[src/rtl/carregador_instrucoes.sv]
// -----------------------------------------------------------------------------
// carregador_instrucoes
//
// Boot loader that streams a program from a host byte channel into the
// instruction memory while keeping the processor in reset. The first byte of
// a load is the program length L (0 encodes 256). The next L bytes are written
// to consecutive memory addresses starting at END_BASE, wrapping modulo 256.
// After the last byte the processor reset is held for RELEASE_CYCLES more
// cycles and then released.
//
// Optional feature (macro CARREGADOR_CHECKSUM_EN): one extra byte follows the
// program and must equal the mod-256 sum of the program bytes. On a mismatch
// the load aborts into an error state and the processor stays in reset.
//
// Parameters
//   RELEASE_CYCLES  cycles cpu_reset stays high after the last byte (1..15)
//   END_BASE        memory address receiving the first program byte
//
// Ports
//   clk        rising-edge clock
//   reset      synchronous active-high reset
//   start      one-cycle pulse requesting a (re)load, honoured in IDLE/RUN/ERROR
//   in_valid   host byte valid
//   in_data    host byte
//   in_ready   loader accepts a byte this cycle (LEN, LOAD, CHK)
//   mem_we     instruction memory write strobe (one cycle per program byte)
//   mem_addr   instruction memory write address
//   mem_wdata  instruction memory write data
//   cpu_reset  processor reset, low only in RUN
//   done       program loaded and processor running
//   err        load aborted on checksum mismatch
//   count      program bytes written in the current load
// -----------------------------------------------------------------------------
module carregador_instrucoes #(
    parameter int unsigned RELEASE_CYCLES = 2,
    parameter logic [7:0]  END_BASE       = 8'h00
) (
    input  logic       clk,
    input  logic       reset,
    input  logic       start,
    input  logic       in_valid,
    input  logic [7:0] in_data,
    output logic       in_ready,
    output logic       mem_we,
    output logic [7:0] mem_addr,
    output logic [7:0] mem_wdata,
    output logic       cpu_reset,
    output logic       done,
    output logic       err,
    output logic [8:0] count
);

    typedef enum logic [2:0] {
        S_IDLE,
        S_LEN,
        S_LOAD,
        S_CHK,
        S_RELEASE,
        S_RUN,
        S_ERROR
    } state_t;

    // RELEASE counts down from RELEASE_CYCLES-1 to 0, giving exactly
    // RELEASE_CYCLES cycles in that state.
    localparam logic [3:0] REL_INIT = 4'(RELEASE_CYCLES - 1);

    state_t     state_q, state_d;
    logic [8:0] len_q,   len_d;     // program length, 1..256
    logic [8:0] count_q, count_d;
    logic [3:0] rel_q,   rel_d;
    logic       we_q,    we_d;
    logic [7:0] addr_q,  addr_d;
    logic [7:0] wdata_q, wdata_d;
`ifdef CARREGADOR_CHECKSUM_EN
    logic [7:0] sum_q,   sum_d;
`endif

    logic accept;

    assign in_ready = (state_q == S_LEN) || (state_q == S_LOAD) || (state_q == S_CHK);
    assign accept   = in_valid && in_ready;

    // NOTE: every signal driven here gets its default first, so no path through
    // the case leaves one unassigned and no latch is inferred.
    always_comb begin
        state_d = state_q;
        len_d   = len_q;
        count_d = count_q;
        rel_d   = rel_q;
        we_d    = 1'b0;         // write strobe is a single-cycle pulse
        addr_d  = addr_q;
        wdata_d = wdata_q;
`ifdef CARREGADOR_CHECKSUM_EN
        sum_d   = sum_q;
`endif

        case (state_q)
            S_IDLE, S_RUN, S_ERROR: begin
                if (start) begin
                    state_d = S_LEN;
                    count_d = 9'd0;
`ifdef CARREGADOR_CHECKSUM_EN
                    sum_d   = 8'd0;
`endif
                end
            end

            S_LEN: begin
                if (accept) begin
                    len_d   = (in_data == 8'd0) ? 9'd256 : {1'b0, in_data};
                    state_d = S_LOAD;
                end
            end

            S_LOAD: begin
                if (accept) begin
                    we_d    = 1'b1;
                    addr_d  = END_BASE + count_q[7:0];  // wraps naturally at 8 bits
                    wdata_d = in_data;
                    count_d = count_q + 9'd1;
`ifdef CARREGADOR_CHECKSUM_EN
                    sum_d   = sum_q + in_data;
`endif
                    if (count_q + 9'd1 == len_q) begin
`ifdef CARREGADOR_CHECKSUM_EN
                        state_d = S_CHK;
`else
                        state_d = S_RELEASE;
                        rel_d   = REL_INIT;
`endif
                    end
                end
            end

`ifdef CARREGADOR_CHECKSUM_EN
            S_CHK: begin
                if (accept) begin
                    if (in_data == sum_q) begin
                        state_d = S_RELEASE;
                        rel_d   = REL_INIT;
                    end else begin
                        state_d = S_ERROR;
                    end
                end
            end
`endif

            S_RELEASE: begin
                if (rel_q == 4'd0) begin
                    state_d = S_RUN;
                end else begin
                    rel_d = rel_q - 4'd1;
                end
            end

            default: state_d = S_IDLE;
        endcase
    end

    // NOTE: state registers use non-blocking assignments so every register
    // samples the values from before this edge, independent of statement order.
    always_ff @(posedge clk) begin
        if (reset) begin
            state_q <= S_IDLE;
            len_q   <= 9'd0;
            count_q <= 9'd0;
            rel_q   <= 4'd0;
            we_q    <= 1'b0;
            addr_q  <= 8'd0;
            wdata_q <= 8'd0;
`ifdef CARREGADOR_CHECKSUM_EN
            sum_q   <= 8'd0;
`endif
        end else begin
            state_q <= state_d;
            len_q   <= len_d;
            count_q <= count_d;
            rel_q   <= rel_d;
            we_q    <= we_d;
            addr_q  <= addr_d;
            wdata_q <= wdata_d;
`ifdef CARREGADOR_CHECKSUM_EN
            sum_q   <= sum_d;
`endif
        end
    end

    assign mem_we    = we_q;
    assign mem_addr  = addr_q;
    assign mem_wdata = wdata_q;
    assign count     = count_q;
    assign cpu_reset = (state_q != S_RUN);
    assign done      = (state_q == S_RUN);
`ifdef CARREGADOR_CHECKSUM_EN
    assign err       = (state_q == S_ERROR);
`else
    assign err       = 1'b0;
`endif

endmodule

[config.mk]
export PLATFORM = sky130hd
export DESIGN_NAME = carregador_instrucoes
export DESIGN_NICKNAME = d
export VERILOG_FILES = /design/src/rtl/carregador_instrucoes.sv
export SDC_FILE = /design/constraint.sdc
export NUM_CORES = 1
export LEC_CHECK = 0
export ABC_AREA = 1
export CAP_MARGIN = 20
export CORE_ASPECT_RATIO = 1.2
export CORE_MARGIN = 2
export CORE_UTILIZATION = 35
export DETAILED_ROUTE_END_ITERATION = 16
export HOLD_SLACK_MARGIN = 0.1
export MAX_ROUTING_LAYER = met4
export PLACE_DENSITY = 0.6
export REMOVE_ABC_BUFFERS = 1
export SYNTH_ARGS = -nofsm -noshare
export SYNTH_HDL_FRONTEND = slang
export SYNTH_SLANG_ARGS = --single-unit
[constraint.sdc]
create_clock -name clk -period 2.1 [get_ports clk]
set_input_delay 0.42 -clock clk [delete_from_list [all_inputs] [get_ports clk]]
set_output_delay 0.42 -clock clk [all_outputs]
set_load 0.02 [all_outputs]
* After elaboration in Yosys (flattened, before gate mapping) *
Index checks and enable logic that the tools add are counted.

word-level totals
  input bits = 12
  output and inout bits = 30
  bits in registers = 42
  word-level logic and storage cells = 54

cells by class
  equal/unequal tests = 14
  bitwise operators = 1
  add/subtract/negate cells = 2
  mux-type cells = 15
  reduce and logical (&&, ||, !) cells = 15

operators by type and width
  cell                                               number
  two-way mux 9 bit                                  3
  one-hot mux 9 bit (2 select lines)                 1
  two-way mux 3 bit                                  5
  two-way mux 4 bit                                  3
  one-hot mux 3 bit (4 select lines)                 1
  != test 2 bit (second input constant)              5
  adder 9 x 1 -> 9 bit (second input constant)       1
  == test 3 bit (second input constant)              3
  == test 9 bit                                      1
  logical NOT 8 bit                                  1
  one-hot mux 4 bit (2 select lines)                 1
  == test 3 x 2 -> 1 bit (second input constant)     2
  AND reduction 5 bit                                1
  logical NOT 4 bit                                  1
  AND reduction 2 bit                                2
  AND reduction 4 bit                                1
  nonzero test 2 bit                                 2
  subtractor 4 x 1 -> 4 bit (second input constant)  1
  == test 3 x 1 -> 1 bit (second input constant)     1
  logical NOT 3 bit                                  1
  != test 3 bit (second input constant)              1
  AND reduction 3 bit                                1
  OR reduction 3 bit                                 1
  logical OR 1 bit                                   2
  5 further kinds                                    5

* Depth between registers and ports, before layout *
Gate-level depths: netlist (run 1).

  depth after elaboration = 6
  depth in mapped cells = 16
  depth with buffers taken out = 16

* Least setup slack after synthesis (run 1) *
No wires, ideal clock.

  kind = reg2reg
  from = register count_q[0] (netlist: count[0])
  to = register state_q[0]
  cell stages (with the launch flop) = 13
  buffers on the path = 0
  slack = 242 ps
  clock period less this slack = 1858 ps
  required time = 1985 ps
  data arrival time = 1743 ps
  library setup time = 115 ps
  path through = dfxtp_1 -> ha_1 -> nand2_2 -> o21ai_0 -> nand2_1 -> nand2_1 -> nand3_1 -> nor2_2 -> nand3_1 -> nand2_2 -> nand3_1 -> nand2_1 -> nor2_1

on the way
  longest elaborated chain between the ends = 4

RTL lines
  element                                  line  source
  start, declared                          69    logic [8:0] count_q, count_d;
  start signal, assigned                   177   count_q <= count_d;
  adder 9 x 1 -> 9 bit                     124   if (count_q + 9'd1 == len_q) begin
  == test 9 bit                            124
  != test 2 x 1 -> 1 bit (no source line)  n/a
  AND reduction 5 bit (no source line)     n/a
  end signal, assigned                     175   state_q <= state_d;
  end, declared                            67    state_t state_q, state_d;

No other way between the ends.
A chain may end at the register's enable or synchronous reset.

* Final worst setup path (run 1) *
  from = register state_q[0]
  to = output port in_ready

on the way
  longest elaborated chain between the ends = 3
  elaborated cells on any way between the ends = 5
  classes of those cells = eq/ne (3); reduce/logical (2)

RTL lines
  element                                                                  line  source
  == test 3 x 1 -> 1 bit / == test 3 x 2 -> 1 bit (equally long branches)  80    assign in_ready = (state_q == S_LEN) || (state_q == S_LOAD) || (state_q == S_CHK);
  logical OR 1 bit                                                         80
  logical OR 1 bit *                                                       80
  end, declared                                                            43    output logic in_ready,

Mark *: on every way between the ends. The rest lies on a longest branch, timed or not.

==> results.sh, run 1 <==
export IMPL_crit_buf_inv=2
export IMPL_maxSlewViolCount=0
export IMPL_crit_arrival_ps=1570
export IMPL_min_path_type="reg2reg"
export IMPL_synth_top_area_cell="dfxtp_1"
export IMPL_area_delta_synth_final_pct=28.4
export IMPL_grt_antenna_before_repair=0
export IMPL_fin_cells=429
export IMPL_setup_viol=0
export IMPL_grt_max_degree=29
export IMPL_routed_wl_mm=4.99
export IMPL_vias_per_cell=4.70
export IMPL_postSynthAreaPerCell_um2=6.94
export IMPL_fin_crit_ps=1990
export IMPL_finalHoldViolations=0
export IMPL_grt_pass1_wl_mm=8.40
export IMPL_power_density_nw_per_um2=1050
export IMPL_yosysSeqAreaShare_pct=39.9
export IMPL_dieArea_um2=6670
export IMPL_fin_area_um2=2710
export IMPL_drc_errors=0
export IMPL_detail_route_iter0_violations=71
export IMPL_synth_area_leaders="dfxtp_1, nand2_1, o21ai_0, nor2_1, inv_1"
export IMPL_syn_inst=304
export IMPL_cts_root_buf="clkbuf_8"
export IMPL_wire_per_inst_um=11.6
export IMPL_slowest_delay_ps=630
export IMPL_path_cells="inv_1 > a21oi_1 > clkdlybuf4s50_1"
export IMPL_initial_core_util_pct=35.5
export IMPL_fin_ws_ps=108
export IMPL_cts_made_buffers=5
export IMPL_cp_max_fo=4
export IMPL_synth_warnings=0
export IMPL_clock_sinks=42
export IMPL_cts_tree="yes"
export IMPL_maxCapViolCount=0
export IMPL_fin_crit_sh_pct=94.8
export IMPL_synth_top_area_share_pct=39.9
export IMPL_synthDistinctLibCells=29
export IMPL_cts_repair_resized=0
export IMPL_async_flop_share_pct=0
export IMPL_clk_latency_ps=290
export IMPL_fmax_mhz=502
export IMPL_dp_slack_ps=234
export IMPL_multi_input_area_um2=1060
export IMPL_path_class="reg2out"
export IMPL_filler_cell_count=620
export IMPL_cts_setup_buffers=0
export IMPL_std_cell_rows=31
export IMPL_hold_buffers=0
export IMPL_cp_required_ps=1680
export IMPL_rsz0062_at_grt="false"
export IMPL_worst_setup_path_start_kind="flop"
export IMPL_drtAntennaViolNets=0
export IMPL_synth_edf_count=0
export IMPL_num_antenna_cells=0
export IMPL_syn_area_um2=2110
export IMPL_clockBufferDepth=2
export IMPL_outcome="completed"
export IMPL_gr_usage_all_layers_pct=16.6
export IMPL_h_tree_depth=2
export IMPL_critPathSlowestCell="clkdlybuf4s50_1"
export IMPL_peakVddDrop_mv=0.439
export IMPL_p_leak_nw=1.08
export IMPL_synth_main_ff_cell="dfxtp_1"
export IMPL_synthTopCellsByCount="nand2_1, dfxtp_1, nor2_1, inv_1, o21ai_0"
export IMPL_place_area_um2=2590
export IMPL_grt_overflow_total=0
export IMPL_drive_gt1_share_pct=10.1
export IMPL_layout_nets=361
export IMPL_die_w_um=74.9
export IMPL_cp_top_family="buffers and inverters"
export IMPL_synth_most_common_cell="nand2_1"
export IMPL_ioPinCount=42
export IMPL_place_inst=421
export IMPL_finClkSkew_ps=6.15
export IMPL_vias=2015
export IMPL_path_clk_slew_ps=80
export IMPL_seqCellArea_um2=843
export IMPL_gp_congestion=0.866
export IMPL_grt_pass1_vias=1863
export IMPL_hpwl_mm=3.68
export IMPL_power_mw=2.85
export IMPL_holdWs_ps=470
export IMPL_cp_end_kind="primary output"
export IMPL_dr_pass1_iters=4
export IMPL_core_um2=5930
export IMPL_die_h_um=89.0
export IMPL_portBuffers=40
export IMPL_ys_ff_latch=42
sequential cells by signal, summed over array words and instances, names as in the netlist:
register   cells
count          9
len_q          9
mem_addr       8
mem_wdata      8
rel_q          4
state_q        3
mem_we         1
final timing paths:
path                    from    endpoint  slack, ps  cells past startpoint
setup reg to reg    count[3]  state_q[1]        220                     13
setup / recovery  state_q[0]    in_ready        110                      3
hold reg to reg     len_q[1]    len_q[1]        470                      2
hold / removal      len_q[1]    len_q[1]        470                      2
where the power goes:
group	internal [mW]	switching, mW
sequential	0.953	0.0981
combinational	0.456	0.707
clock	0.355	0.278
total	1.76	1.08
stage by stage:
stage          setup TNS, ps  utilization [%]
6_report                   0             45.6
5_1_grt                    0             45.6
4_1_cts                    0             45.4
3_5_place_dp               0             43.6
3_3_place_gp               0             43.6
2_1_floorplan           -920                -
area by class of cell:
class	count	area share, %
Clock buffer	6	2.68
Clock inverter	2	1.39
Inverter	39	5.40
Multi-Input combinational cell	212	39.2
Sequential cell	42	31.1
Tap cell	82	3.79
Timing Repair Buffer	46	16.4
cell usage in the layout (no fill, tap or decap):
cell type / instances
clkbuf_8: 5
inv_2: 2
or2_2: 2
nand2_2: 6
clkdlybuf4s50_1: 40
clkinvlp_4: 1
nand4_1: 7
o31ai_1: 1
clkbuf_1: 1
inv_1: 36
nor2_1: 41
o32ai_1: 4
conb_1: 1
bufinv_16: 1
dfxtp_2: 2
clkinv_1: 1
nor3_2: 1
nor2_4: 3
nor2_2: 5
dfxtp_1: 40
a31oi_1: 2
nor4_1: 3
ha_1: 3
nand3_1: 23
xnor2_1: 2
nand3_4: 1
a21oi_1: 21
a211oi_1: 1
buf_4: 6
nand2_1: 52
o21ai_0: 32
nor3_1: 1
worst reg2reg max path, delay by kind of cell, from the launching register on:
| kind | cells | cell delay (ps) |
|---|---|---|
| simple gates | 13 | 1220 |
| flops | 1 | 570 |
kinds of logic after synthesis:
group,share of synthesized area (%)
simple gates,31.5
compound gates,15.5
buf+inv,10.3
flops,39.9
fa+ha+maj,1.78
xor+xnor,0.831
other cells,0.178
metal layers:
metal  vias up  wire length, µm  global-route usage, %
met1       897             2370                   20.3
met4         0               63                   6.01
met3         6              178                   3.04
li1       1072                -                      -
met2        40             2370                   27.2
met5         -                0                      -
(Power assumes the default switching activity.)
==> inputs of run 2 (changes only) <==
==> constraint.sdc (replaced) <==
create_clock -name clk -period 2.1 [get_ports clk]
set_input_delay 0.42 -clock clk [delete_from_list [all_inputs] [get_ports clk]]
set_output_delay 0.42 -clock clk [all_outputs]
set_load 0.1 [all_outputs]
==> run 2 against run 1 <==
  * Clock skew up 2.4 ps
  * Clock power is 0.6% higher
  * Highest routed layer unchanged
  * First-iteration DRC count increased by 49%
==> results.sh, run 2 (synthesized netlist as in run 1, its figures left out) <==
export IMPL_outcome="completed"
export IMPL_die_w_um=74.9
export IMPL_hold_depth=2
export IMPL_rsz0062_at_grt="false"
export IMPL_finalHoldViolations=0
export IMPL_grt_max_degree=29
export IMPL_clockBufferDepth=2
export IMPL_ioPinCount=42
export IMPL_cp_end_kind="flop"
export IMPL_die_h_um=89.0
export IMPL_crit_buf_inv=0
export IMPL_power_density_nw_per_um2=1240
export IMPL_clk_latency_ps=300
export IMPL_hpwl_mm=3.80
export IMPL_initial_core_util_pct=35.5
export IMPL_std_cell_rows=31
export IMPL_layout_commonest_cell="nand2_1"
export IMPL_place_area_um2=2600
export IMPL_maxCapViolCount=0
export IMPL_path_clk_slew_ps=90
export IMPL_p_leak_nw=1.17
export IMPL_place_inst=422
export IMPL_drtAntennaViolNets=0
export IMPL_netSwitchingFraction_pct=46.9
export IMPL_routed_wl_mm=5.18
export IMPL_power_switching_mw=1.57
export IMPL_setup_viol=0
export IMPL_cp_required_ps=2300
export IMPL_area_delta_synth_final_pct=28.6
export IMPL_cpMostUsedCell="nand2_1"
export IMPL_cts_tree="yes"
export IMPL_layout_nets=362
export IMPL_core_um2=5930
export IMPL_cts_setup_buffers=0
export IMPL_pwr_share_clk_pct=19.0
export IMPL_slowest_delay_ps=590
export IMPL_reg2reg_depth=13
export IMPL_h_tree_depth=2
export IMPL_critPathSlowestCell="dfxtp_1"
export IMPL_cts_root_buf="clkbuf_8"
export IMPL_grt_pass1_vias=1889
export IMPL_path_cells="nand2_2 > nor2_4 > nand2_2 > nand2_2 > nand3_1 > nand2_1 > nand2_1 > nor2_2 > nand2_1 > nand2_1 > nand3_4 > nor2_1 > nor2_1"
export IMPL_finClkSkew_ps=8.57
export IMPL_crit_arrival_ps=2070
export IMPL_vias_per_cell=4.76
export IMPL_clock_sinks=42
export IMPL_fin_crit_ps=1870
export IMPL_portBuffers=40
export IMPL_peakVddDrop_mv=0.728
export IMPL_dieArea_um2=6670
export IMPL_cp_max_fo=9
export IMPL_dr_pass1_iters=4
export IMPL_detail_route_iter0_violations=106
export IMPL_worst_setup_path_start_kind="flop"
export IMPL_final_cell_mix="nand2_1, nor2_1, dfxtp_1"
export IMPL_grt_overflow_total=0
export IMPL_vias=2045
export IMPL_grt_pass1_wl_mm=8.61
export IMPL_power_frac_comb_pct=49.7
export IMPL_gr_usage_all_layers_pct=17.2
export IMPL_gp_congestion=0.838
export IMPL_pwr_share_seq_pct=31.3
export IMPL_cts_made_buffers=5
export IMPL_cp_top_family="simple AND/OR/NAND/NOR gates"
export IMPL_fmax_mhz=534
export IMPL_path_class="reg2reg"
export IMPL_filler_cell_count=619
export IMPL_fin_cells=430
export IMPL_maxSlewViolCount=0
export IMPL_hold_buffers=0
export IMPL_p_int_mw=1.78
export IMPL_drc_errors=0
export IMPL_wire_per_inst_um=12.0
export IMPL_worst_path_stages=13
export IMPL_min_path_type="reg2reg"
export IMPL_fin_crit_sh_pct=89.2
export IMPL_num_antenna_cells=0
export IMPL_grt_antenna_before_repair=0
export IMPL_fin_area_um2=2710
export IMPL_drive_gt1_share_pct=18.1
-- run 2: cell count changes in the layout (fill, tap and decap cells not counted), sizes merged --
| cell | previous run | this run |
|---|---|---|
| clkinvlp | 1 | 0 |
| clkbuf | 6 | 5 |
| clkdlybuf4s50 | 40 | 11 |
| buf | 6 | 36 |
| clkinv | 1 | 3 |
-- run 2: stage by stage --
stage | setup TNS (ps) | power (mW) | hold slack [ps] | setup slack (ps) | utilization (%)
after floorplan | -11970 | 2.30 | 446 | -1050 | -
after global placement | 0 | 2.70 | 457 | 169 | 43.7
after detailed placement | 0 | 2.72 | 465 | 188 | 43.7
after CTS | 0 | 3.36 | 478 | 208 | 45.6
after global routing | 0 | 3.58 | 501 | 6.81 | 45.7
final | 0 | 3.35 | 476 | 227 | 45.7
-- run 2: layout make-up --
cell class                      instances  area, µm²  share of cell area [%]
Clock inverter                          3       40.0                    1.48
Clock buffer                            5       68.8                    2.54
Tap cell                               82        103                    3.78
Timing Repair Buffer                   47        455                    16.8
Sequential cell                        42        841                    31.0
Inverter                               39        146                    5.40
Multi-Input combinational cell        212       1060                    39.0
-- run 2: power groups by stage --
stage / Combinational (mW) / Sequential (mW) / Clock [mW]
floorplan: 0.856 / 1.45 / 0
global placement: 1.63 / 1.07 / 0
detailed placement: 1.65 / 1.07 / 0
CTS: 1.65 / 1.05 / 0.652
global route: 1.82 / 1.07 / 0.693
finish: 1.66 / 1.05 / 0.637
-- run 2: worst paths after layout --
kind / startpoint / slack [ps] / to
setup / recovery: count[3] / 230 / rel_q[2]
hold / removal: len_q[2] / 480 / len_q[2]
setup reg to reg: count[3] / 230 / rel_q[2]
hold reg to reg: len_q[2] / 480 / len_q[2]
-- run 2: worst reg2reg max path, stage by stage (launching register included) --
cell     delay, ps
dfxtp_1        590
nand2_2        150
nor2_4         180
nand2_2         80
nand2_2         60
nand3_1         60
nand2_1         80
nand2_1         60
nor2_2          90
nand2_1         60
nand2_1        100
nand3_4        100
nor2_1         110
nor2_1          50
-- run 2: layer usage --
| layer | wire length [µm] | GRT usage, % | vias to the layer above |
|---|---|---|---|
| met4 | 73 | 6.33 | 0 |
| met1 | 2400 | 21.2 | 917 |
| met2 | 2490 | 28.1 | 48 |
| li1 | - | - | 1073 |
| met3 | 214 | 2.82 | 7 |
| met5 | 0 | - | - |
-- run 2: timing repair --
action / 4_1_cts / 5_1_grt
hold endpoints to repair: 0 / 0
resized for setup: 0 / 2
endpoints found under the setup margin: 0 / 7
==> inputs of run 3 (changes only) <==
==> constraint.sdc (replaced) <==
create_clock -name clk -period 2.1 [get_ports clk]
set_input_delay 0.315 -clock clk [delete_from_list [all_inputs] [get_ports clk]]
set_output_delay 0.315 -clock clk [all_outputs]
set_load 0.1 [all_outputs]
==> run 3 against run 2 <==
  * Flip-flop and latch count did not move
  * Largest power group unchanged
  * Maximum frequency is 0.34% higher
  * Clock power decreased by 19%
  * Die area is the same
  * Cell count unchanged
  * Combinational power barely moved
  * Clock skew decreased by 3.7 ps
==> results.sh, run 3 (synthesized netlist as in run 1, its figures left out) <==
export IMPL_drtAntennaViolNets=0
export IMPL_routed_wl_mm=5.12
export IMPL_gp_congestion=0.803
export IMPL_fmax_mhz=536
export IMPL_use_met2_pct=29.2
export IMPL_portBuffers=40
export IMPL_final_cell_mix="nand2_1, nor2_1, dfxtp_1"
export IMPL_dr_pass1_iters=5
export IMPL_crit_buf_inv=2
export IMPL_detail_route_iter0_violations=64
export IMPL_grt_overflow_total=0
export IMPL_outcome="completed"
export IMPL_dieArea_um2=6670
export IMPL_cpMostUsedCell="nand2_1"
export IMPL_crit_arrival_ps=2060
export IMPL_critPathSlowestCell="dfxtp_1"
export IMPL_grt_antenna_before_repair=0
export IMPL_h_tree_depth=2
export IMPL_vias_per_cell=4.75
export IMPL_wire_per_inst_um=11.9
export IMPL_finClkSkew_ps=4.89
export IMPL_layout_nets=364
export IMPL_cts_setup_buffers=0
export IMPL_cts_repair_resized=0
export IMPL_grt_max_degree=27
export IMPL_layout_commonest_cell="nand2_1"
export IMPL_num_antenna_cells=0
export IMPL_busiest_layer="met2"
export IMPL_power_density_nw_per_um2=1210
export IMPL_rsz0062_at_grt="false"
export IMPL_cts_root_buf="clkbuf_8"
export IMPL_grtUsageMet3_pct=3.27
export IMPL_die_h_um=89.0
export IMPL_slowest_delay_ps=320
export IMPL_core_um2=5930
export IMPL_worst_setup_path_start_kind="flop"
export IMPL_path_clk_slew_ps=80
export IMPL_maxCapViolCount=0
export IMPL_initial_core_util_pct=35.5
export IMPL_fin_crit_sh_pct=88.9
export IMPL_maxSlewViolCount=0
export IMPL_p_leak_nw=1.16
export IMPL_ioPinCount=42
export IMPL_area_delta_synth_final_pct=25.9
export IMPL_grt_pass1_wl_mm=8.63
export IMPL_place_area_um2=2570
export IMPL_cts_made_buffers=5
export IMPL_std_cell_rows=31
export IMPL_cp_top_family="simple AND/OR/NAND/NOR gates"
export IMPL_die_w_um=74.9
export IMPL_hold_buffers=0
export IMPL_min_path_type="reg2reg"
export IMPL_drive_gt1_share_pct=18.1
export IMPL_clk_latency_ps=290
export IMPL_gr_usage_all_layers_pct=17.2
export IMPL_finalHoldViolations=0
export IMPL_fin_crit_ps=1870
export IMPL_cts_tree="yes"
export IMPL_setup_viol=0
export IMPL_dp_slack_ps=246
export IMPL_path_cells="ha_1 > nand2_2 > inv_1 > nor2_2 > inv_1 > nand2_1 > nand2_1 > nor2_1 > nand2_1 > nor2_2 > nand3_1 > nand2_2 > nand3_1 > nand2_1 > nor2_1"
export IMPL_clock_sinks=42
export IMPL_peakVddDrop_mv=0.642
export IMPL_cp_end_kind="flop"
export IMPL_grt_pass1_vias=1878
export IMPL_cp_required_ps=2290
export IMPL_clockBufferDepth=2
export IMPL_grt_util_met1_pct=20.7
export IMPL_cp_max_fo=7
export IMPL_hpwl_mm=3.90
export IMPL_fin_area_um2=2660
export IMPL_drc_errors=0
export IMPL_vias=2041
export IMPL_fin_ws_ps=233
export IMPL_path_class="reg2reg"
==> run 3: layout make-up <==
cell class / instances / area (µm²)
Fill cell: 613 / 3280
Clock buffer: 6 / 82.6
Multi-Input combinational cell: 212 / 1050
Tap cell: 82 / 103
Sequential cell: 42 / 841
Inverter: 39 / 146
Timing Repair Buffer: 49 / 433
==> run 3: layer usage <==
layer | vias up | wire length (µm)
met5 | - | 0
met4 | 0 | 65
met3 | 6 | 211
met2 | 46 | 2540
met1 | 911 | 2300
li1 | 1078 | -
==> run 3: worst paths after layout <==
path,start,endpoint,slack [ps],depth (start not counted)
worst max-delay path,count[0],state_q[1],230,15
worst min-delay path,len_q[8],len_q[8],480,2
worst max register to register,count[0],state_q[1],230,15
worst min register to register,len_q[8],len_q[8],480,2
==> run 3: per-stage QoR <==
stage               util (%)  setup TNS (ps)  std cells  hold slack [ps]  total power, mW
global placement        43.4               0        424              458             2.70
finish                  44.8               0        430              481             3.21
floorplan                  -          -11650        293              393             2.30
CTS                     44.8               0        430              480             3.25
detailed placement      43.4               0        424              469             2.72
global route            44.8               0        430              501             3.43
==> run 3: report_power, final <==
part           total [mW]  internal [mW]  switching (mW)
combinational        1.64          0.475            1.17
clock               0.519          0.254           0.265
sequential           1.05          0.951           0.101
total                3.21           1.68            1.53
==> run 3: worst reg2reg max path: cells and delay by family, from the launching register on <==
| family | cells | cell delay, ps |
|---|---|---|
| and+or+nand+nor | 12 | 1070 |
| DFF | 1 | 320 |
| adders and majority gates | 1 | 260 |
| buffers and inverters | 2 | 120 |
